--- src/rtl/uart_rx_param_pkg.sv ---
// Shared definitions for the parametrised UART receiver: FSM encoding, parity modes, sizing helpers.
// Pure declarations; no logic, no latency, no flow control.
package uart_rx_param_pkg;

   typedef logic [2:0] uart_rx_state_t;

   localparam uart_rx_state_t S_IDLE   = 3'd0;
   localparam uart_rx_state_t S_START  = 3'd1;
   localparam uart_rx_state_t S_DATA   = 3'd2;
   localparam uart_rx_state_t S_PARITY = 3'd3;
   localparam uart_rx_state_t S_STOP   = 3'd4;

   typedef logic parity_mode_t;
   localparam parity_mode_t PAR_EVEN = 1'b0;
   localparam parity_mode_t PAR_ODD  = 1'b1;

   function automatic int half_bit(input int clks_per_bit);
      return clks_per_bit / 2;
   endfunction

   // FIFO entry is {data, frame_err, parity_err}
   function automatic int entry_w(input int data_bits);
      return data_bits + 2;
   endfunction

endpackage

--- src/rtl/uart_rx_param_if.sv ---
// Host-side bundle of the UART receiver: serial input, ack pulse, head-of-FIFO data and status.
// slave = receiver side, master = host/pin driver side.
interface uart_rx_param_if #(
   parameter int DATA_BITS = 8
);
   logic                 RXD;
   logic                 DATA_ACK;
   logic [DATA_BITS-1:0] DATA;
   logic                 RX_BUSY;
   logic                 RX_READY;
   logic                 RX_ERROR;
   logic                 FRAME_ERR;
   logic                 PARITY_ERR;
   logic                 OVERRUN;

   modport slave (
      input  RXD, DATA_ACK,
      output DATA, RX_BUSY, RX_READY, RX_ERROR, FRAME_ERR, PARITY_ERR, OVERRUN
   );

   modport master (
      output RXD, DATA_ACK,
      input  DATA, RX_BUSY, RX_READY, RX_ERROR, FRAME_ERR, PARITY_ERR, OVERRUN
   );
endinterface

--- src/rtl/uart_rx_fifo.sv ---
// Circular receive FIFO; head is combinational (zero when empty), push lands one edge later.
// Pop on empty is ignored; push on full is refused unless a pop frees the slot in the same cycle.
module uart_rx_fifo #(
   parameter int WIDTH = 10,
   parameter int DEPTH = 4
) (
   input  logic             CLK,
   input  logic             RST,
   input  logic             i_push,
   input  logic [WIDTH-1:0] i_push_dat,
   input  logic             i_pop,
   output logic [WIDTH-1:0] o_head_dat,
   output logic             o_full,
   output logic             o_empty
);
   localparam int              PTR_W    = $clog2(DEPTH);
   localparam logic [PTR_W:0]  FULL_CNT = (PTR_W + 1)'(DEPTH);

   logic [WIDTH-1:0] r_mem [DEPTH];
   logic [PTR_W-1:0] r_wr;
   logic [PTR_W-1:0] r_rd;
   logic [PTR_W:0]   r_count;
   logic             w_pop_ok;
   logic             w_push_ok;

   assign o_full     = (r_count == FULL_CNT);
   assign o_empty    = (r_count == '0);
   assign w_pop_ok   = i_pop & ~o_empty;
   assign w_push_ok  = i_push & (~o_full | w_pop_ok);
   assign o_head_dat = o_empty ? '0 : r_mem[r_rd];

   always_ff @(posedge CLK or posedge RST) begin
      if (RST) begin
         r_wr    <= '0;
         r_rd    <= '0;
         r_count <= '0;
      end else begin
         if (w_push_ok) r_wr <= r_wr + 1'b1;
         if (w_pop_ok)  r_rd <= r_rd + 1'b1;
         case ({w_push_ok, w_pop_ok})
            2'b10:   r_count <= r_count + 1'b1;
            2'b01:   r_count <= r_count - 1'b1;
            default: ;
         endcase
      end
   end

   always_ff @(posedge CLK) begin
      if (w_push_ok) r_mem[r_wr] <= i_push_dat;
   end

endmodule

--- src/rtl/uart_rx_param.sv ---
// Parametrised UART receiver: 2-flop RXD synchroniser, mid-bit sampling FSM, FIFO of {data, ferr, perr}.
// Entry pushed on the edge after the last stop sample; a full FIFO drops the frame and sets sticky OVERRUN.
module uart_rx_param
   import uart_rx_param_pkg::*;
#(
   parameter int DATA_BITS    = 8,
   parameter int CLKS_PER_BIT = 8,
   parameter int PARITY_EN    = 0,
   parameter int PARITY_ODD   = 0,
   parameter int STOP_BITS    = 1,
   parameter int FIFO_DEPTH   = 4
) (
   input  logic          CLK,
   input  logic          RST,
   uart_rx_param_if.slave bus
);
   localparam int HALF_BIT = half_bit(CLKS_PER_BIT);
   localparam int ENTRY_W  = entry_w(DATA_BITS);
   localparam int CNT_W    = $clog2(CLKS_PER_BIT);
   localparam int BIT_W    = $clog2(DATA_BITS + 1);

   localparam logic [CNT_W-1:0] HALF_M1   = CNT_W'(HALF_BIT - 1);
   localparam logic [CNT_W-1:0] BIT_M1    = CNT_W'(CLKS_PER_BIT - 1);
   localparam logic [BIT_W-1:0] DATA_M1   = BIT_W'(DATA_BITS - 1);
   localparam logic [BIT_W-1:0] STOP_M1   = BIT_W'(STOP_BITS - 1);
   localparam parity_mode_t     PAR_SENSE = (PARITY_ODD != 0) ? PAR_ODD : PAR_EVEN;

   logic [1:0]           r_sync;
   uart_rx_state_t       r_state;
   logic [CNT_W-1:0]     r_cnt;
   logic [BIT_W-1:0]     r_bits;
   logic [DATA_BITS-1:0] r_shift;
   logic                 r_ferr;
   logic                 r_perr;
   logic                 r_overrun;

   logic                 w_rxs;
   logic                 w_tick;
   logic                 w_ferr_now;
   logic                 w_push;
   logic                 w_pop;
   logic                 w_drop;
   logic                 w_full;
   logic                 w_empty;
   logic [ENTRY_W-1:0]   w_head;

   assign w_rxs      = r_sync[1];
   // START counts to mid-bit; every later state counts whole bit periods
   assign w_tick     = (r_state == S_START) ? (r_cnt == HALF_M1) : (r_cnt == BIT_M1);
   assign w_ferr_now = r_ferr | ~w_rxs;
   assign w_push     = (r_state == S_STOP) & w_tick & (r_bits == STOP_M1);
   assign w_pop      = bus.DATA_ACK & ~w_empty;
   assign w_drop     = w_push & w_full & ~w_pop;

   always_ff @(posedge CLK or posedge RST) begin
      if (RST) begin
         r_sync    <= 2'b11;
         r_state   <= S_IDLE;
         r_cnt     <= '0;
         r_bits    <= '0;
         r_shift   <= '0;
         r_ferr    <= 1'b0;
         r_perr    <= 1'b0;
         r_overrun <= 1'b0;
      end else begin
         r_sync <= {r_sync[0], bus.RXD};

         if (r_state == S_IDLE || w_tick) r_cnt <= '0;
         else                             r_cnt <= r_cnt + 1'b1;

         case (r_state)
            S_IDLE: begin
               if (!w_rxs) begin
                  r_state <= S_START;
                  r_bits  <= '0;
                  r_ferr  <= 1'b0;
                  r_perr  <= 1'b0;
               end
            end
            S_START: begin
               if (w_tick) r_state <= w_rxs ? S_IDLE : S_DATA;
            end
            S_DATA: begin
               if (w_tick) begin
                  r_shift <= {w_rxs, r_shift[DATA_BITS-1:1]};
                  if (r_bits == DATA_M1) begin
                     r_bits  <= '0;
                     r_state <= (PARITY_EN != 0) ? S_PARITY : S_STOP;
                  end else begin
                     r_bits <= r_bits + 1'b1;
                  end
               end
            end
            S_PARITY: begin
               if (w_tick) begin
                  r_perr  <= (^r_shift ^ w_rxs) != PAR_SENSE;
                  r_state <= S_STOP;
               end
            end
            S_STOP: begin
               if (w_tick) begin
                  r_ferr <= w_ferr_now;
                  if (r_bits == STOP_M1) r_state <= S_IDLE;
                  else                   r_bits  <= r_bits + 1'b1;
               end
            end
            default: r_state <= S_IDLE;
         endcase

         if (w_drop)     r_overrun <= 1'b1;
         else if (w_pop) r_overrun <= 1'b0;
      end
   end

   uart_rx_fifo #(
      .WIDTH (ENTRY_W),
      .DEPTH (FIFO_DEPTH)
   ) u_fifo (
      .CLK        (CLK),
      .RST        (RST),
      .i_push     (w_push),
      .i_push_dat ({r_shift, w_ferr_now, r_perr}),
      .i_pop      (bus.DATA_ACK),
      .o_head_dat (w_head),
      .o_full     (w_full),
      .o_empty    (w_empty)
   );

   assign bus.DATA       = w_head[ENTRY_W-1:2];
   assign bus.FRAME_ERR  = w_head[1];
   assign bus.PARITY_ERR = w_head[0];
   assign bus.RX_READY   = ~w_empty;
   assign bus.RX_BUSY    = (r_state != S_IDLE);
   assign bus.OVERRUN    = r_overrun;
   assign bus.RX_ERROR   = w_head[1] | w_head[0] | r_overrun;

endmodule

--- src/flat_wrapper.sv ---
// flat-port wrapper written by rule: the top's interface ports become plain ports
module uart_rx_param_flat import uart_rx_param_pkg::*;
#(
   parameter int DATA_BITS    = 8,
   parameter int CLKS_PER_BIT = 8,
   parameter int PARITY_EN    = 0,
   parameter int PARITY_ODD   = 0,
   parameter int STOP_BITS    = 1,
   parameter int FIFO_DEPTH   = 4
)
  (CLK, RST, bus_RXD, bus_DATA_ACK, bus_DATA, bus_RX_BUSY, bus_RX_READY, bus_RX_ERROR, bus_FRAME_ERR, bus_PARITY_ERR, bus_OVERRUN);
  uart_rx_param_if #(.DATA_BITS(DATA_BITS)) bus_i ();
  input  logic CLK;
  input  logic RST;
  input wire logic [$bits(bus_i.RXD)-1:0] bus_RXD;
  input wire logic [$bits(bus_i.DATA_ACK)-1:0] bus_DATA_ACK;
  output wire logic [$bits(bus_i.DATA)-1:0] bus_DATA;
  output wire logic [$bits(bus_i.RX_BUSY)-1:0] bus_RX_BUSY;
  output wire logic [$bits(bus_i.RX_READY)-1:0] bus_RX_READY;
  output wire logic [$bits(bus_i.RX_ERROR)-1:0] bus_RX_ERROR;
  output wire logic [$bits(bus_i.FRAME_ERR)-1:0] bus_FRAME_ERR;
  output wire logic [$bits(bus_i.PARITY_ERR)-1:0] bus_PARITY_ERR;
  output wire logic [$bits(bus_i.OVERRUN)-1:0] bus_OVERRUN;
  assign bus_i.RXD = bus_RXD;
  assign bus_i.DATA_ACK = bus_DATA_ACK;
  assign bus_DATA = bus_i.DATA;
  assign bus_RX_BUSY = bus_i.RX_BUSY;
  assign bus_RX_READY = bus_i.RX_READY;
  assign bus_RX_ERROR = bus_i.RX_ERROR;
  assign bus_FRAME_ERR = bus_i.FRAME_ERR;
  assign bus_PARITY_ERR = bus_i.PARITY_ERR;
  assign bus_OVERRUN = bus_i.OVERRUN;
  uart_rx_param #(.DATA_BITS(DATA_BITS), .CLKS_PER_BIT(CLKS_PER_BIT), .PARITY_EN(PARITY_EN), .PARITY_ODD(PARITY_ODD), .STOP_BITS(STOP_BITS), .FIFO_DEPTH(FIFO_DEPTH)) u_core (.CLK(CLK), .RST(RST), .bus(bus_i));
endmodule
--- config.mk ---
export PLATFORM = sky130hd
export DESIGN_NAME = uart_rx_param_flat
export DESIGN_NICKNAME = d
export VERILOG_FILES = /design/src/rtl/uart_rx_param_pkg.sv /design/src/rtl/uart_rx_param_if.sv /design/src/rtl/uart_rx_fifo.sv /design/src/rtl/uart_rx_param.sv /design/src/flat_wrapper.sv
export SDC_FILE = /design/constraint.sdc
export NUM_CORES = 1
export LEC_CHECK = 0
export BUFFER_PORTS_ARGS = -buffer_cell sky130_fd_sc_hd__buf_4
export CAP_MARGIN = 20
export CELL_PAD_IN_SITES_DETAIL_PLACEMENT = 1
export CELL_PAD_IN_SITES_GLOBAL_PLACEMENT = 1
export CORE_MARGIN = 1.5
export CORE_UTILIZATION = 40
export DETAILED_ROUTE_END_ITERATION = 6
export HOLD_SLACK_MARGIN = 0.05
export PLACE_DENSITY = 0.69
export SLEW_MARGIN = 20
export SYNTH_ARGS = -nofsm -noshare
export SYNTH_HDL_FRONTEND = slang
export SYNTH_SLANG_ARGS = --single-unit
--- constraint.sdc ---
create_clock -name CLK -period 7 [get_ports CLK]
set_input_delay 1.4 -clock CLK [delete_from_list [all_inputs] [get_ports CLK]]
set_output_delay 1.4 -clock CLK [all_outputs]
set_load 0.05 [all_outputs]
# After elaboration in Yosys (flattened, before gate mapping)
# Memories as Yosys holds them, arrays and structs flattened.
# Cells that the tools add are included.
[totals] memories=1 inputBits=4 regBits=30 out_inout_bits=14 ram_bits=40
[op_classes] n_eq_ne=18 bitwise_logic=15 reduce_logical=16 mux=28 n_addsub=6
[memory_table] memory="u_core.u_fifo.r_mem" words=4 width=10 rd=1 rd_clocked_by_memory_dff=0 wr=1 line="uart_rx_fifo.sv:19" source="logic [WIDTH-1:0] r_mem [DEPTH];"
[ops] cell="$mux 3" count=8
[ops] cell="$mux 4" count=5
[ops] cell="$pmux 3 s5" count=1
[ops] cell="$pmux 4 s3" count=1
[ops] cell="$mux 10" count=1
[ops] cell="$ne 2x1->1 const B" count=5
[ops] cell="$eq 3x2->1 const B" count=3
[ops] cell="$eq 3x3->1 const B" count=3
[ops] cell="$mux 1" count=8
[ops] cell="$reduce_bool 2->1" count=4
[ops] cell="$reduce_xor 8->1" count=1
[ops] cell="$reduce_and 7->1" count=1
[ops] cell="$add 3x1->3 const B" count=2
[ops] cell="$and 1x1->1" count=6
[ops] cell="$logic_not 3->1" count=2
[ops] cell="$ne 2x2->1 const B" count=3
[ops] cell="$pmux 3 s2" count=1
[ops] cell="$reduce_and 3->1" count=2
[ops] cell="$reduce_bool 3->1" count=2
[ops] cell="$reduce_and 5->1" count=1
[ops] cell="$add 2x1->2 const B" count=2
[ops] cell="$add 4x1->4 const B" count=1
[ops] cell="$eq 4x3->1 const B" count=1
[ops] cell="$logic_not 4->1" count=1
[ops] cell="11 further kinds" count=18

# Longest topological paths before layout
# Gate-level depths: netlist (run 1).
[depth] ltp_word=7 depth_mapped=10 ltp_nobuf=10

# Cells and area by module
# From an unflattened synthesis (run 1), not the netlist that was laid out.
[unflattened] cells_unflattened=211 area_unflattened_um2=3171.8
[by_module_without_submodules] mod="uart_rx_fifo" n_inst=1 area_each_um2=1946.9 cells_each=103
[by_module_without_submodules] mod="uart_rx_param" n_inst=1 area_each_um2=1224.9 cells_each=108

# Worst setup path after synthesis (run 1)
# No wires, ideal clock.
[synth_timing] path_kind="register to output" start="reg u_core.u_fifo.r_count[2]" end="out bus_DATA[0]" t_arrival_ps=1672 required_time_ps=5600 path_slack_ps=3928 stages_incl_launch_ff=4 path_buffers=1 path_cell_list="dfrtp_1 or3_1 clkbuf_1 and2_1"
[synth_between] elab_chain_len=2
[synth_lines] element="start: declaration" line="uart_rx_fifo.sv:22" source="logic [PTR_W:0] r_count;"
[synth_lines] element="start signal: assignment" line="uart_rx_fifo.sv:41" source="2'b10: r_count <= r_count + 1'b1;"
[synth_lines] element="start signal: assignment" line="uart_rx_fifo.sv:42" source="2'b01: r_count <= r_count - 1'b1;"
[synth_lines] element="$logic_not 3->1" line="uart_rx_fifo.sv:27" source="assign o_empty = (r_count == '0);"
[synth_lines] element="$mux 10" line="uart_rx_fifo.sv:30" source="assign o_head_dat = o_empty ? '0 : r_mem[r_rd];"
[synth_lines] element="end: declaration" line="flat_wrapper.sv:17" source="output wire logic [$bits(bus_i.DATA)-1:0] bus_DATA;"
# No other way between the ends.

# Final worst setup path (run 1)
[layout_timing] start="reg u_core.u_fifo.r_rd[0]" end="out bus_RX_ERROR"
[layout_between] elab_chain_len=4
[layout_lines] element="start: declaration" line="uart_rx_fifo.sv:21" source="logic [PTR_W-1:0] r_rd;"
[layout_lines] element="start signal: assignment" line="uart_rx_fifo.sv:39" source="if (w_pop_ok) r_rd <= r_rd + 1'b1;"
[layout_lines] element="$mem_v2 4x10"
[layout_lines] element="$mux 10" line="uart_rx_fifo.sv:30"
[layout_lines] element="$or 1x1->1 (2 in a row)" line="uart_rx_param.sv:135" source="assign bus.RX_ERROR = w_head[1] | w_head[0] | r_overrun;"
[layout_lines] element="end: declaration" line="flat_wrapper.sv:20" source="output wire logic [$bits(bus_i.RX_ERROR)-1:0] bus_RX_ERROR;"
# No other way between the ends.

==> impl_metrics.xml, run 1 <==
<?xml version="1.0" encoding="UTF-8"?>
<metrics>
  <group name="outcome">
    <metric name="outcome" unit="">complete, no violations</metric>
  </group>
  <group name="finish">
    <metric name="diodes" unit="">0</metric>
    <metric name="areaGrowthSynthToFinish" unit="%">12.29</metric>
    <metric name="sequential_cell_area" unit="um^2">1954</metric>
    <metric name="nets" unit="">265</metric>
    <metric name="layout.filler_cells" unit="">811</metric>
    <metric name="drive_above_1_share" unit="">0.2403</metric>
    <metric name="stdcell_area" unit="um^2">3670</metric>
    <metric name="multi_input_area" unit="um^2">1202</metric>
    <metric name="final_util" unit="">0.4700</metric>
  </group>
  <group name="clock_network">
    <metric name="clock_insertion_delay_worst_skew" unit="ns">0.34</metric>
    <metric name="cts_made_buffers" unit="">9</metric>
    <metric name="cts.path.max_buffers" unit="">2</metric>
    <metric name="tritoncts" unit="">built</metric>
    <metric name="cts.clk_slew.worst_paths" unit="ns">0.08</metric>
    <metric name="tritoncts_num_sinks" unit="">70</metric>
    <metric name="ctsHtreeMaxLevel" unit="">3</metric>
    <metric name="post_cts_resized" unit="">0</metric>
    <metric name="cts_setup_buffers" unit="">0</metric>
    <metric name="ctsHoldBuffers" unit="">0</metric>
    <metric name="clk_root_buffer_cell" unit="">clkbuf_8</metric>
  </group>
  <group name="pwr">
    <metric name="power_frac_seq" unit="">0.396</metric>
    <metric name="leakagePower" unit="nW">1.426</metric>
    <metric name="share_clk_of_total_power" unit="">0.200</metric>
    <metric name="power_density" unit="nW/um^2">441.2</metric>
    <metric name="power_switching_share" unit="">0.4039</metric>
    <metric name="worst_voltage_drop_across_the_vdd_grid" unit="mV">0.2157</metric>
    <metric name="share_comb_of_total_power" unit="">0.404</metric>
    <metric name="power_report.internal_total" unit="uW">965.0</metric>
    <metric name="switching_power" unit="uW">653.9</metric>
  </group>
  <group name="sta">
    <metric name="fin_crit_sh" unit="">0.5175</metric>
    <metric name="setup-violations-final" unit="">0</metric>
    <metric name="max_freq" unit="GHz">0.2760</metric>
    <metric name="hold_violations" unit="">0</metric>
    <metric name="rsz0062_at_grt" unit="">false</metric>
    <metric name="finalMaxSlewViolations" unit="">0</metric>
    <metric name="timing.max_slew.rel_slack" unit="">0.4981</metric>
    <metric name="fin_setup_tns" unit="ns">0</metric>
    <metric name="period_needed" unit="ns">3.623</metric>
    <metric name="fin_skew" unit="ns">0.007023</metric>
    <metric name="tightest_slew" unit="ns">0.7528</metric>
  </group>
  <group name="floorplan">
    <metric name="floorplan.rows" unit="">32</metric>
    <metric name="horizontal_die_dimension" unit="um">93.39</metric>
    <metric name="die_area" unit="um^2">8722</metric>
    <metric name="pin_count" unit="">18</metric>
    <metric name="floorplan.initialDensity" unit="">0.4186</metric>
    <metric name="fp.dieH" unit="um">93.39</metric>
    <metric name="core_area" unit="um^2">7807</metric>
  </group>
  <group name="worst_setup_path">
    <metric name="worst-endpoint-required" unit="ns">5.60</metric>
    <metric name="worst_r2r_endpoint" unit="">u_core.u_fifo.r_count[1]</metric>
    <metric name="critPathCaptureType" unit="">primary output</metric>
    <metric name="reg2reg_setup_slack" unit="ns">4.30</metric>
    <metric name="critical_path_peak_fanout" unit="">12</metric>
    <metric name="worst-setup-path-type" unit="">reg -&gt; out</metric>
    <metric name="worstSetupStartpointType" unit="">flip-flop</metric>
    <metric name="worst_ep_arrival_time" unit="ns">2.22</metric>
    <metric name="crit-reg2reg-launch" unit="">u_core.r_bits[0]</metric>
    <metric name="reg2regPathDepth" unit="">9</metric>
  </group>
  <group name="synthesis">
    <metric name="synth_fp_nets" unit="">245</metric>
    <metric name="synth.avg_cell_area" unit="um^2">14.03</metric>
    <metric name="synth_area_leader_cell" unit="">edfxtp_1</metric>
    <metric name="synth_top_flop_cell" unit="">edfxtp_1</metric>
    <metric name="post_synth_edffs" unit="">40</metric>
    <metric name="ys_seq_elements" unit="">70</metric>
    <metric name="synth-async-reset-ratio" unit="">0.4286</metric>
    <metric name="synthCells" unit="">233</metric>
    <metric name="yosys.area.top_type_share" unit="">0.3675</metric>
    <metric name="mappedNetlistArea" unit="um^2">3268</metric>
    <metric name="cells_taking_the_most_area_after_synthesis" unit="">edfxtp_1 (37%), dfrtp_1 (21%), mux4_2 (6.9%), and2_1 (3.3%), xnor2_1 (3.2%)</metric>
    <metric name="ys_types" unit="">48</metric>
    <metric name="ys.warnings.count" unit="">0</metric>
    <metric name="synth.yosys.seq_area_share" unit="">0.5980</metric>
  </group>
  <group name="grt">
    <metric name="grt_max_degree" unit="">31</metric>
    <metric name="global_route.usage.total" unit="">0.1572</metric>
    <metric name="antenna_violations_before_repair" unit="">0</metric>
    <metric name="grt.overflow.total" unit="">0</metric>
    <metric name="first_global_vias" unit="">2052</metric>
    <metric name="grt_first_pass_wirelength" unit="um">10280</metric>
  </group>
  <group name="drt">
    <metric name="detail_route.vias_per_cell" unit="">5.308</metric>
    <metric name="drtIter0Drc" unit="">112</metric>
    <metric name="postRouteAntennaNets" unit="">0</metric>
    <metric name="drt-total-wl" unit="um">6000</metric>
    <metric name="vias" unit="">1911</metric>
    <metric name="post-route-drc-count" unit="">0</metric>
    <metric name="wl_per_cell" unit="um">16.67</metric>
    <metric name="drtPass1Iterations" unit="">4</metric>
  </group>
  <group name="run">
    <metric name="max_cap_viol_count" unit="">0</metric>
  </group>
  <group name="worst_hold_path">
    <metric name="hold_path_class" unit="">reg -&gt; reg</metric>
    <metric name="hold_path_startpoint" unit="">u_core.r_sync[0]</metric>
    <metric name="hold_path_depth" unit="">0</metric>
    <metric name="hold-path-endpoint" unit="">u_core.r_sync[1]</metric>
  </group>
  <group name="placed_design">
    <metric name="finalWeightedCongestion" unit="">0.7431</metric>
    <metric name="placed_area" unit="um^2">3472</metric>
    <metric name="dp.final_hpwl" unit="um">4079</metric>
    <metric name="buffer_ports.inserted" unit="">17</metric>
  </group>
</metrics>
## cell usage in the layout, fill, tap and decap left out, types with 3 or more instances in the layout
cell type  synthesis  final
ha_1               7      7
dfrtp_1           28     28
nor2_1             9      9
clkbuf_8           0      9
xnor2_1           12     12
nand2_1           11     11
mux4_2            10     10
inv_1             13     13
nand4_1            5      5
nor2b_1            3      3
o21ai_0           14     14
nand3_1            4      4
mux2_2             8      8
and2_1            17     17
edfxtp_1          40     40
a21oi_1            5      5
buf_4              2     18
## metal layers
| metal | track usage | vias up | wire length [um] | part of all wire |
|---|---|---|---|---|
| met4 | 0.06187 | 0 | 72 | 0.012 |
| met3 | 0.03252 | 8 | 171 | 0.029 |
| met5 | 0 | - | 0 | 0 |
| met2 | 0.2645 | 25 | 3036 | 0.51 |
| li1 | - | 901 | - | - |
| met1 | 0.1980 | 977 | 2720 | 0.45 |
## power by group through the flow
stage / Clock, mW / Combinational [mW] / Sequential (mW)
2_1_floorplan: 0 / 0.573 / 0.578
3_3_place_gp: 0 / 0.648 / 0.646
3_5_place_dp: 0 / 0.665 / 0.651
4_1_cts: 0.334 / 0.668 / 0.643
5_1_grt: 0.351 / 0.719 / 0.659
6_report: 0.324 / 0.654 / 0.640
## logic make-up (layout without fill, tap and decap cells)
kind of cell | Yosys count | count (layout) | share of synthesized area
and+or+nand+nor | 66 | 66 | 0.1191
xor gates and xnor gates | 13 | 13 | 0.03905
muxes | 20 | 20 | 0.1026
buffers and inverters | 23 | 48 | 0.03407
AOI/OAI and AO/OA | 33 | 33 | 0.07428
DFF | 70 | 70 | 0.5980
adders and majority gates | 8 | 8 | 0.03292
## metrics by stage
step / worst slack (ns) / hold WS [ns] / instances / power [mW]
6_report: 3.377 / 0.3586 / 360 / 1.619
5_1_grt: 3.201 / 0.3683 / 360 / 1.730
4_1_cts: 3.305 / 0.3593 / 360 / 1.644
3_5_place_dp: 3.691 / 0.3475 / 344 / 1.316
3_3_place_gp: 3.691 / 0.3463 / 344 / 1.294
2_1_floorplan: 3.928 / 0.3452 / 233 / 1.151
## sequential cells by signal, indices dropped and copies added, names as in the netlist, 2 cells and up
register / count
u_core.r_bits: 4
u_core.r_cnt: 3
u_core.r_shift: 8
u_core.r_state: 3
u_core.r_sync: 2
u_core.u_fifo.r_count: 3
u_core.u_fifo.r_mem: 40
u_core.u_fifo.r_rd: 2
u_core.u_fifo.r_wr: 2
## cell type report
type | count | share of cell area
multi-input cells | 140 | 0.3276
well taps | 102 | 0.03478
repair buffers | 18 | 0.03682
flip-flops and latches | 70 | 0.5326
clock buffers | 9 | 0.03375
inverters | 14 | 0.01432
clock inverters | 7 | 0.02012
## worst max-delay path by stage
stage | start | slack (ns) | depth (start not counted) | endpoint
floorplan | u_core.u_fifo.r_count[2] | 3.93 | 3 | bus_DATA[0]
global placement | u_core.u_fifo.r_rd[0] | 3.69 | 4 | bus_RX_ERROR
detailed placement | u_core.u_fifo.r_rd[0] | 3.69 | 4 | bus_RX_ERROR
CTS | u_core.u_fifo.r_rd[0] | 3.31 | 4 | bus_RX_ERROR
global route | u_core.u_fifo.r_rd[0] | 3.20 | 4 | bus_RX_ERROR
finish | u_core.u_fifo.r_rd[0] | 3.38 | 4 | bus_RX_ERROR
## critical path: stages (launching register included)
cell and delay [ns]:
dfrtp_1 0.83, mux4_2 0.61, o21ai_0 0.19, nand2b_1 0.07, buf_4 0.19
## cell usage after synthesis, types with 2 or more instances
| cell | n |
|---|---|
| inv_1 | 13 |
| mux2_2 | 8 |
| mux2i_1 | 2 |
| or3_1 | 2 |
| dfstp_2 | 2 |
| nor2b_1 | 3 |
| and2_1 | 17 |
| a21oi_1 | 5 |
| dfrtp_1 | 28 |
| nand3_1 | 4 |
| ha_1 | 7 |
| mux4_2 | 10 |
| o211ai_1 | 2 |
| or2b_1 | 2 |
| or3b_4 | 2 |
| nor3b_1 | 2 |
| nand4_1 | 5 |
| edfxtp_1 | 40 |
| nand3b_1 | 2 |
| nor2_1 | 9 |
| o221ai_1 | 2 |
| buf_4 | 2 |
| nand2b_1 | 2 |
| xnor2_1 | 12 |
| clkbuf_1 | 2 |
| buf_6 | 2 |
| o21ai_0 | 14 |
| nand2_1 | 11 |
| buf_2 | 2 |
No activity file was read; power rests on OpenSTA's default activity.
==> run 2, diff against run 1 <==
==> constraint.sdc (replaced) <==
create_clock -name CLK -period 3.34 [get_ports CLK]
set_input_delay 0.668 -clock CLK [delete_from_list [all_inputs] [get_ports CLK]]
set_output_delay 0.668 -clock CLK [all_outputs]
set_load 0.05 [all_outputs]
==> run 2 against run 1 <==
- sequential power up 110%
- global-route usage up 0.24 points
- worst setup slack worse by 2.7 ns
- via count down 2.3%
- die area unchanged
- clock skew up 0.0023 ns
- first-iteration DRC count down 44%
- sequential share of layout area down 0.32 points
- largest cell class unchanged
- flip-flop and latch count unchanged
- non-clock buffer count up 2
- critical endpoint unchanged
- final cell count up 0.56%
==> impl_metrics.xml, run 2 (synthesis gave the netlist of run 1 again) <==
<?xml version="1.0" encoding="UTF-8"?>
<metrics>
  <group name="clock_network">
    <metric name="tritoncts_num_sinks" unit="">70</metric>
    <metric name="cts.clk_slew.worst_paths" unit="ns">0.08</metric>
    <metric name="tritoncts" unit="">built</metric>
    <metric name="ctsHtreeMaxLevel" unit="">3</metric>
    <metric name="ctsHoldBuffers" unit="">0</metric>
    <metric name="cts.path.max_buffers" unit="">2</metric>
    <metric name="clock_insertion_delay_worst_skew" unit="ns">0.34</metric>
    <metric name="clk_root_buffer_cell" unit="">clkbuf_8</metric>
    <metric name="post_cts_resized" unit="">0</metric>
    <metric name="cts_made_buffers" unit="">9</metric>
    <metric name="cts_setup_buffers" unit="">0</metric>
  </group>
  <group name="worst_setup_path">
    <metric name="worst-setup-path-type" unit="">reg -&gt; out</metric>
    <metric name="critical_path_peak_fanout" unit="">10</metric>
    <metric name="worstSetupStartpointType" unit="">flip-flop</metric>
    <metric name="crit-reg2reg-launch" unit="">u_core.r_state[0]</metric>
    <metric name="worst_ep_arrival_time" unit="ns">2.02</metric>
    <metric name="reg2regPathDepth" unit="">7</metric>
    <metric name="worst-endpoint-required" unit="ns">2.67</metric>
    <metric name="critPathCaptureType" unit="">primary output</metric>
    <metric name="startpoint" unit="">u_core.u_fifo.r_rd[0]</metric>
  </group>
  <group name="finish">
    <metric name="nets" unit="">267</metric>
    <metric name="multi_input_area" unit="um^2">1202</metric>
    <metric name="areaGrowthSynthToFinish" unit="%">12.98</metric>
    <metric name="most-common-layout-cells" unit="">edfxtp_1 (40), dfrtp_1 (28), buf_4 (20)</metric>
    <metric name="drive_above_1_share" unit="">0.2462</metric>
    <metric name="finalNonFillerCells" unit="">362</metric>
    <metric name="diodes" unit="">0</metric>
    <metric name="final_common_cell" unit="">edfxtp_1</metric>
    <metric name="reg_top3" unit="">u_core.u_fifo.r_mem x40, u_core.r_shift x8, u_core.r_bits x4</metric>
    <metric name="largest_register_ff_count" unit="">40</metric>
    <metric name="sequential_cell_area" unit="um^2">1954</metric>
    <metric name="top_register" unit="">u_core.u_fifo.r_mem</metric>
    <metric name="layout.filler_cells" unit="">793</metric>
  </group>
  <group name="drt">
    <metric name="drtPass1Iterations" unit="">4</metric>
    <metric name="wl_per_cell" unit="um">17.10</metric>
    <metric name="detail_route.vias_per_cell" unit="">5.160</metric>
    <metric name="drt-total-wl" unit="um">6189</metric>
    <metric name="postRouteAntennaNets" unit="">0</metric>
    <metric name="vias" unit="">1868</metric>
    <metric name="post-route-drc-count" unit="">0</metric>
    <metric name="drtIter0Drc" unit="">63</metric>
  </group>
  <group name="worst_hold_path">
    <metric name="hold_path_depth" unit="">0</metric>
    <metric name="hold_path_class" unit="">reg -&gt; reg</metric>
    <metric name="hold_path_startpoint" unit="">u_core.r_sync[0]</metric>
  </group>
  <group name="run">
    <metric name="max_cap_viol_count" unit="">0</metric>
  </group>
  <group name="sta">
    <metric name="max_freq" unit="GHz">0.3725</metric>
    <metric name="fin_setup_tns" unit="ns">0</metric>
    <metric name="fin_crit_sh" unit="">0.8037</metric>
    <metric name="hold_violations" unit="">0</metric>
    <metric name="rsz0062_at_grt" unit="">false</metric>
    <metric name="setup-violations-final" unit="">0</metric>
    <metric name="fin_skew" unit="ns">0.009285</metric>
    <metric name="tightest_slew" unit="ns">0.5996</metric>
    <metric name="period_needed" unit="ns">2.684</metric>
    <metric name="finalMaxSlewViolations" unit="">0</metric>
    <metric name="timing.max_slew.rel_slack" unit="">0.5994</metric>
  </group>
  <group name="grt">
    <metric name="antenna_violations_before_repair" unit="">0</metric>
    <metric name="grt.overflow.total" unit="">0</metric>
    <metric name="grt_first_pass_wirelength" unit="um">10450</metric>
    <metric name="grt_max_degree" unit="">31</metric>
    <metric name="global_route.usage.total" unit="">0.1596</metric>
    <metric name="first_global_vias" unit="">2021</metric>
  </group>
  <group name="floorplan">
    <metric name="pin_count" unit="">18</metric>
    <metric name="fp.dieH" unit="um">93.39</metric>
    <metric name="floorplan.rows" unit="">32</metric>
    <metric name="horizontal_die_dimension" unit="um">93.39</metric>
    <metric name="floorplan.initialDensity" unit="">0.4186</metric>
    <metric name="core_area" unit="um^2">7807</metric>
    <metric name="die_area" unit="um^2">8722</metric>
  </group>
  <group name="pwr">
    <metric name="total_power" unit="mW">3.438</metric>
    <metric name="share_clk_of_total_power" unit="">0.205</metric>
    <metric name="leakagePower" unit="nW">1.437</metric>
    <metric name="power_report.internal_total" unit="mW">2.038</metric>
    <metric name="switching_power" unit="mW">1.400</metric>
    <metric name="worst_voltage_drop_across_the_vdd_grid" unit="mV">0.3214</metric>
    <metric name="power_density" unit="nW/um^2">931.3</metric>
    <metric name="power_switching_share" unit="">0.4073</metric>
    <metric name="share_comb_of_total_power" unit="">0.412</metric>
    <metric name="power_frac_seq" unit="">0.383</metric>
  </group>
  <group name="placed_design">
    <metric name="dp.final_hpwl" unit="um">4264</metric>
    <metric name="buffer_ports.inserted" unit="">17</metric>
    <metric name="finalWeightedCongestion" unit="">0.8100</metric>
    <metric name="place_inst" unit="">346</metric>
  </group>
  <group name="outcome">
    <metric name="outcome" unit="">complete, no violations</metric>
  </group>
</metrics>
run 2: cell types whose count changed in the layout (fill, tap and decap cells not counted), sizes merged:
cell,delta
buf,+2
clkinv,-1
inv,+1
run 2: cell type report:
| type | instances | area share |
|---|---|---|
| timing repair buffer | 20 | 0.04066 |
| sequential | 70 | 0.5293 |
| clock buffer | 9 | 0.03355 |
| tap | 102 | 0.03456 |
| clock inverter | 7 | 0.02203 |
| multi-input combinational | 140 | 0.3257 |
| inverter | 14 | 0.01423 |
run 2: final timing paths:
kind | to | slack (ns)
worst max-delay path | bus_RX_ERROR | 0.66
worst min-delay path | u_core.r_sync[1] | 0.36
worst max register to register | u_core.u_fifo.r_count[1] | 0.75
worst min register to register | u_core.r_sync[1] | 0.36
max in group asynchronous | u_core.r_sync[1] | 2.63
min in group asynchronous | u_core.r_bits[2] | 0.40
run 2: stage by stage:
stage          cell area, um^2  worst slack [ns]  hold WS, ns  utilization
3_3_place_gp              3487            0.8575       0.3456       0.4466
5_1_grt                   3692            0.4847       0.3662       0.4729
2_1_floorplan             3268            0.9312       0.3452            -
6_report                  3692            0.6556       0.3577       0.4729
4_1_cts                   3692            0.5957       0.3598       0.4729
3_5_place_dp              3487            0.8213       0.3473       0.4466
run 2: critical path: stages (launching register included):
cell      delay (ns)
dfrtp_1         0.40
buf_4           0.26
mux4_2          0.54
o21ai_0         0.21
nand2b_1        0.08
buf_4           0.19
run 2: per-layer routing:
layer | global-route usage | vias up | share of wire
li1 | - | 896 | -
met3 | 0.02764 | 8 | 0.022
met1 | 0.2161 | 944 | 0.48
met4 | 0.07197 | 0 | 0.016
met2 | 0.2512 | 20 | 0.49
met5 | 0 | - | 0
run 2: power by group through the flow:
stage / clock network [mW] / logic [mW] / registers (mW)
2_1_floorplan: 0 / 1.20 / 1.21
6_report: 0.705 / 1.42 / 1.32
3_5_place_dp: 0 / 1.44 / 1.34
4_1_cts: 0.724 / 1.44 / 1.32
5_1_grt: 0.763 / 1.55 / 1.35
3_3_place_gp: 0 / 1.42 / 1.32
==> run 3, diff against run 2 <==
==> constraint.sdc (replaced) <==
create_clock -name CLK -period 2.7 [get_ports CLK]
set_input_delay 0.54 -clock CLK [delete_from_list [all_inputs] [get_ports CLK]]
set_output_delay 0.54 -clock CLK [all_outputs]
set_load 0.05 [all_outputs]
==> run 3 against run 2 <==
- sequential power rose by 20%
- critical path type unchanged
- global-route usage fell by 0.37 points
- largest cell class unchanged
- power rose by 22%
==> impl_metrics.xml, run 3 (synthesis gave the netlist of run 1 again) <==
<?xml version="1.0" encoding="UTF-8"?>
<metrics>
  <group name="floorplan">
    <metric name="floorplan.initialDensity" unit="">0.4186</metric>
    <metric name="core_area" unit="um^2">7807</metric>
    <metric name="pin_count" unit="">18</metric>
    <metric name="die_area" unit="um^2">8722</metric>
    <metric name="horizontal_die_dimension" unit="um">93.39</metric>
    <metric name="fp.dieH" unit="um">93.39</metric>
    <metric name="floorplan.rows" unit="">32</metric>
  </group>
  <group name="drt">
    <metric name="wl_per_cell" unit="um">15.81</metric>
    <metric name="detail_route.vias_per_cell" unit="">5.136</metric>
    <metric name="drtPass1Iterations" unit="">4</metric>
    <metric name="vias" unit="">1926</metric>
    <metric name="postRouteAntennaNets" unit="">0</metric>
    <metric name="post-route-drc-count" unit="">0</metric>
    <metric name="drt-total-wl" unit="um">5929</metric>
    <metric name="drtIter0Drc" unit="">51</metric>
  </group>
  <group name="pwr">
    <metric name="leakagePower" unit="nW">1.489</metric>
    <metric name="power_density" unit="nW/um^2">1114</metric>
    <metric name="worst_voltage_drop_across_the_vdd_grid" unit="mV">0.5647</metric>
  </group>
  <group name="worst_setup_path">
    <metric name="critPathCaptureType" unit="">primary output</metric>
    <metric name="worst-endpoint-required" unit="ns">2.16</metric>
    <metric name="crit-reg2reg-launch" unit="">u_core.r_bits[0]</metric>
    <metric name="reg2regPathDepth" unit="">9</metric>
    <metric name="worstSetupStartpointType" unit="">flip-flop</metric>
    <metric name="crit_chain" unit="">buf_4 -&gt; mux4_2 -&gt; and2_1 -&gt; buf_4</metric>
    <metric name="critical_path.most_common_cell" unit="">buf_4</metric>
    <metric name="timing.critical_path.max_delay_family" unit="">flip-flops</metric>
    <metric name="worst-setup-path-type" unit="">reg -&gt; out</metric>
    <metric name="worst_ep_arrival_time" unit="ns">1.95</metric>
    <metric name="worst_r2r_endpoint" unit="">u_core.u_fifo.r_count[1]</metric>
    <metric name="reg2reg_setup_slack" unit="ns">0.29</metric>
    <metric name="slowest_stage" unit="">dfrtp_1</metric>
    <metric name="critical_path_peak_fanout" unit="">6</metric>
    <metric name="worst-path-buf-inv" unit="">2</metric>
    <metric name="worst_path_largest_cell_delay" unit="ns">0.53</metric>
  </group>
  <group name="outcome">
    <metric name="outcome" unit="">complete, no violations</metric>
  </group>
  <group name="clock_network">
    <metric name="cts.path.max_buffers" unit="">2</metric>
    <metric name="cts_setup_buffers" unit="">0</metric>
    <metric name="clock_insertion_delay_worst_skew" unit="ns">0.34</metric>
    <metric name="post_cts_resized" unit="">0</metric>
    <metric name="ctsHtreeMaxLevel" unit="">3</metric>
    <metric name="cts_made_buffers" unit="">9</metric>
    <metric name="cts.clk_slew.worst_paths" unit="ns">0.08</metric>
    <metric name="tritoncts_num_sinks" unit="">70</metric>
    <metric name="clk_root_buffer_cell" unit="">clkbuf_8</metric>
    <metric name="tritoncts" unit="">built</metric>
    <metric name="ctsHoldBuffers" unit="">0</metric>
  </group>
  <group name="worst_hold_path">
    <metric name="hold_path_class" unit="">in -&gt; async</metric>
  </group>
  <group name="grt">
    <metric name="grt_max_degree" unit="">22</metric>
    <metric name="first_global_vias" unit="">2060</metric>
    <metric name="antenna_violations_before_repair" unit="">0</metric>
    <metric name="global_route.usage.total" unit="">0.1560</metric>
    <metric name="grt.overflow.total" unit="">0</metric>
    <metric name="grt_first_pass_wirelength" unit="um">10150</metric>
  </group>
  <group name="finish">
    <metric name="diodes" unit="">0</metric>
    <metric name="multi_input_area" unit="um^2">1202</metric>
    <metric name="layout.filler_cells" unit="">813</metric>
    <metric name="largest_register_ff_count" unit="">40</metric>
    <metric name="reg_top3" unit="">u_core.u_fifo.r_mem x40, u_core.r_shift x8, u_core.r_bits x4</metric>
    <metric name="finalNonFillerCells" unit="">375</metric>
    <metric name="drive_above_1_share" unit="">0.2821</metric>
    <metric name="areaGrowthSynthToFinish" unit="%">15.28</metric>
    <metric name="final_common_cell" unit="">edfxtp_1</metric>
    <metric name="top_register" unit="">u_core.u_fifo.r_mem</metric>
    <metric name="sequential_cell_area" unit="um^2">1954</metric>
    <metric name="most-common-layout-cells" unit="">edfxtp_1 (40), buf_4 (33), dfrtp_1 (28)</metric>
    <metric name="nets" unit="">280</metric>
  </group>
  <group name="sta">
    <metric name="period_needed" unit="ns">2.492</metric>
    <metric name="max_freq" unit="GHz">0.4013</metric>
    <metric name="worst_slack" unit="ns">0.2081</metric>
    <metric name="finalMaxSlewViolations" unit="">0</metric>
    <metric name="fin_skew" unit="ns">0.007752</metric>
    <metric name="fin_setup_tns" unit="ns">0</metric>
    <metric name="timing.max_slew.rel_slack" unit="">0.6652</metric>
    <metric name="holdWs" unit="ns">0.1708</metric>
    <metric name="rsz0062_at_grt" unit="">false</metric>
    <metric name="hold_violations" unit="">0</metric>
    <metric name="setup-violations-final" unit="">0</metric>
    <metric name="fin_crit_sh" unit="">0.9229</metric>
    <metric name="tightest_slew" unit="ns">0.5022</metric>
  </group>
  <group name="placed_design">
    <metric name="dpl_worst_slack" unit="ns">0.3728</metric>
    <metric name="dp.final_hpwl" unit="um">4345</metric>
    <metric name="place_inst" unit="">359</metric>
    <metric name="buffer_ports.inserted" unit="">17</metric>
    <metric name="finalWeightedCongestion" unit="">0.7533</metric>
  </group>
  <group name="run">
    <metric name="max_cap_viol_count" unit="">0</metric>
  </group>
</metrics>
## run 3: cell count changes in the layout (fill, tap and decap cells not counted)
cell,before,now
buf_4,20,33
bufinv_16,1,0
clkinv_4,3,4
clkinvlp_4,1,2
inv_6,2,1
## run 3: worst max path at each step
stage	from	end	slack, ns	cells past startpoint
6_report	u_core.u_fifo.r_rd[0]	bus_DATA[4]	0.21	4
5_1_grt	u_core.r_bits[0]	u_core.u_fifo.r_count[1]	0.08	9
4_1_cts	u_core.u_fifo.r_rd[0]	bus_DATA[4]	0.16	4
3_5_place_dp	u_core.r_bits[0]	u_core.u_fifo.r_count[1]	0.37	9
3_3_place_gp	u_core.r_state[2]	u_core.u_fifo.r_count[1]	0.41	8
2_1_floorplan	u_core.u_fifo.r_count[2]	u_core.u_fifo.r_count[1]	0.29	7
## run 3: area by class of cell
cell class | instances | area share
repair buffers | 33 | 0.06576
multi-input cells | 140 | 0.3192
clock inverters | 7 | 0.01561
flip-flops and latches | 70 | 0.5188
inverters | 14 | 0.01395
clock buffers | 9 | 0.03288
well taps | 102 | 0.03388
## run 3: worst reg2reg max path, delay by kind of cell, from the launching register on
kind,cells,cell delay [ns]
compound gates,3,0.58
fa+ha+maj,2,0.62
buf+inv,1,0.10
simple gates,3,0.62
flops,1,0.40
## run 3: layer usage
| layer | GRT usage | up-vias | part of all wire | wire [um] |
|---|---|---|---|---|
| met1 | 0.1932 | 970 | 0.45 | 2687 |
| met5 | 0 | - | 0 | 0 |
| met3 | 0.02927 | 9 | 0.021 | 124 |
| met4 | 0.06439 | 0 | 0.015 | 86 |
| li1 | - | 925 | - | - |
| met2 | 0.2669 | 22 | 0.51 | 3031 |
## run 3: where the power goes
group          switching (mW)  internal (mW)  total (mW)  leakage [nW]
clock network           0.416          0.342       0.758        0.0860
registers               0.230           1.35        1.58         0.755
logic                    1.07          0.787        1.86         0.648
total                    1.72           2.48        4.20          1.49
## run 3: through the flow
stage	power, mW	utilization	area [um^2]
finish	4.198	0.4825	3767
global route	4.476	0.4825	3767
CTS	4.257	0.4825	3767
detailed placement	3.486	0.4591	3585
global placement	3.440	0.4591	3585
floorplan	2.983	-	3268
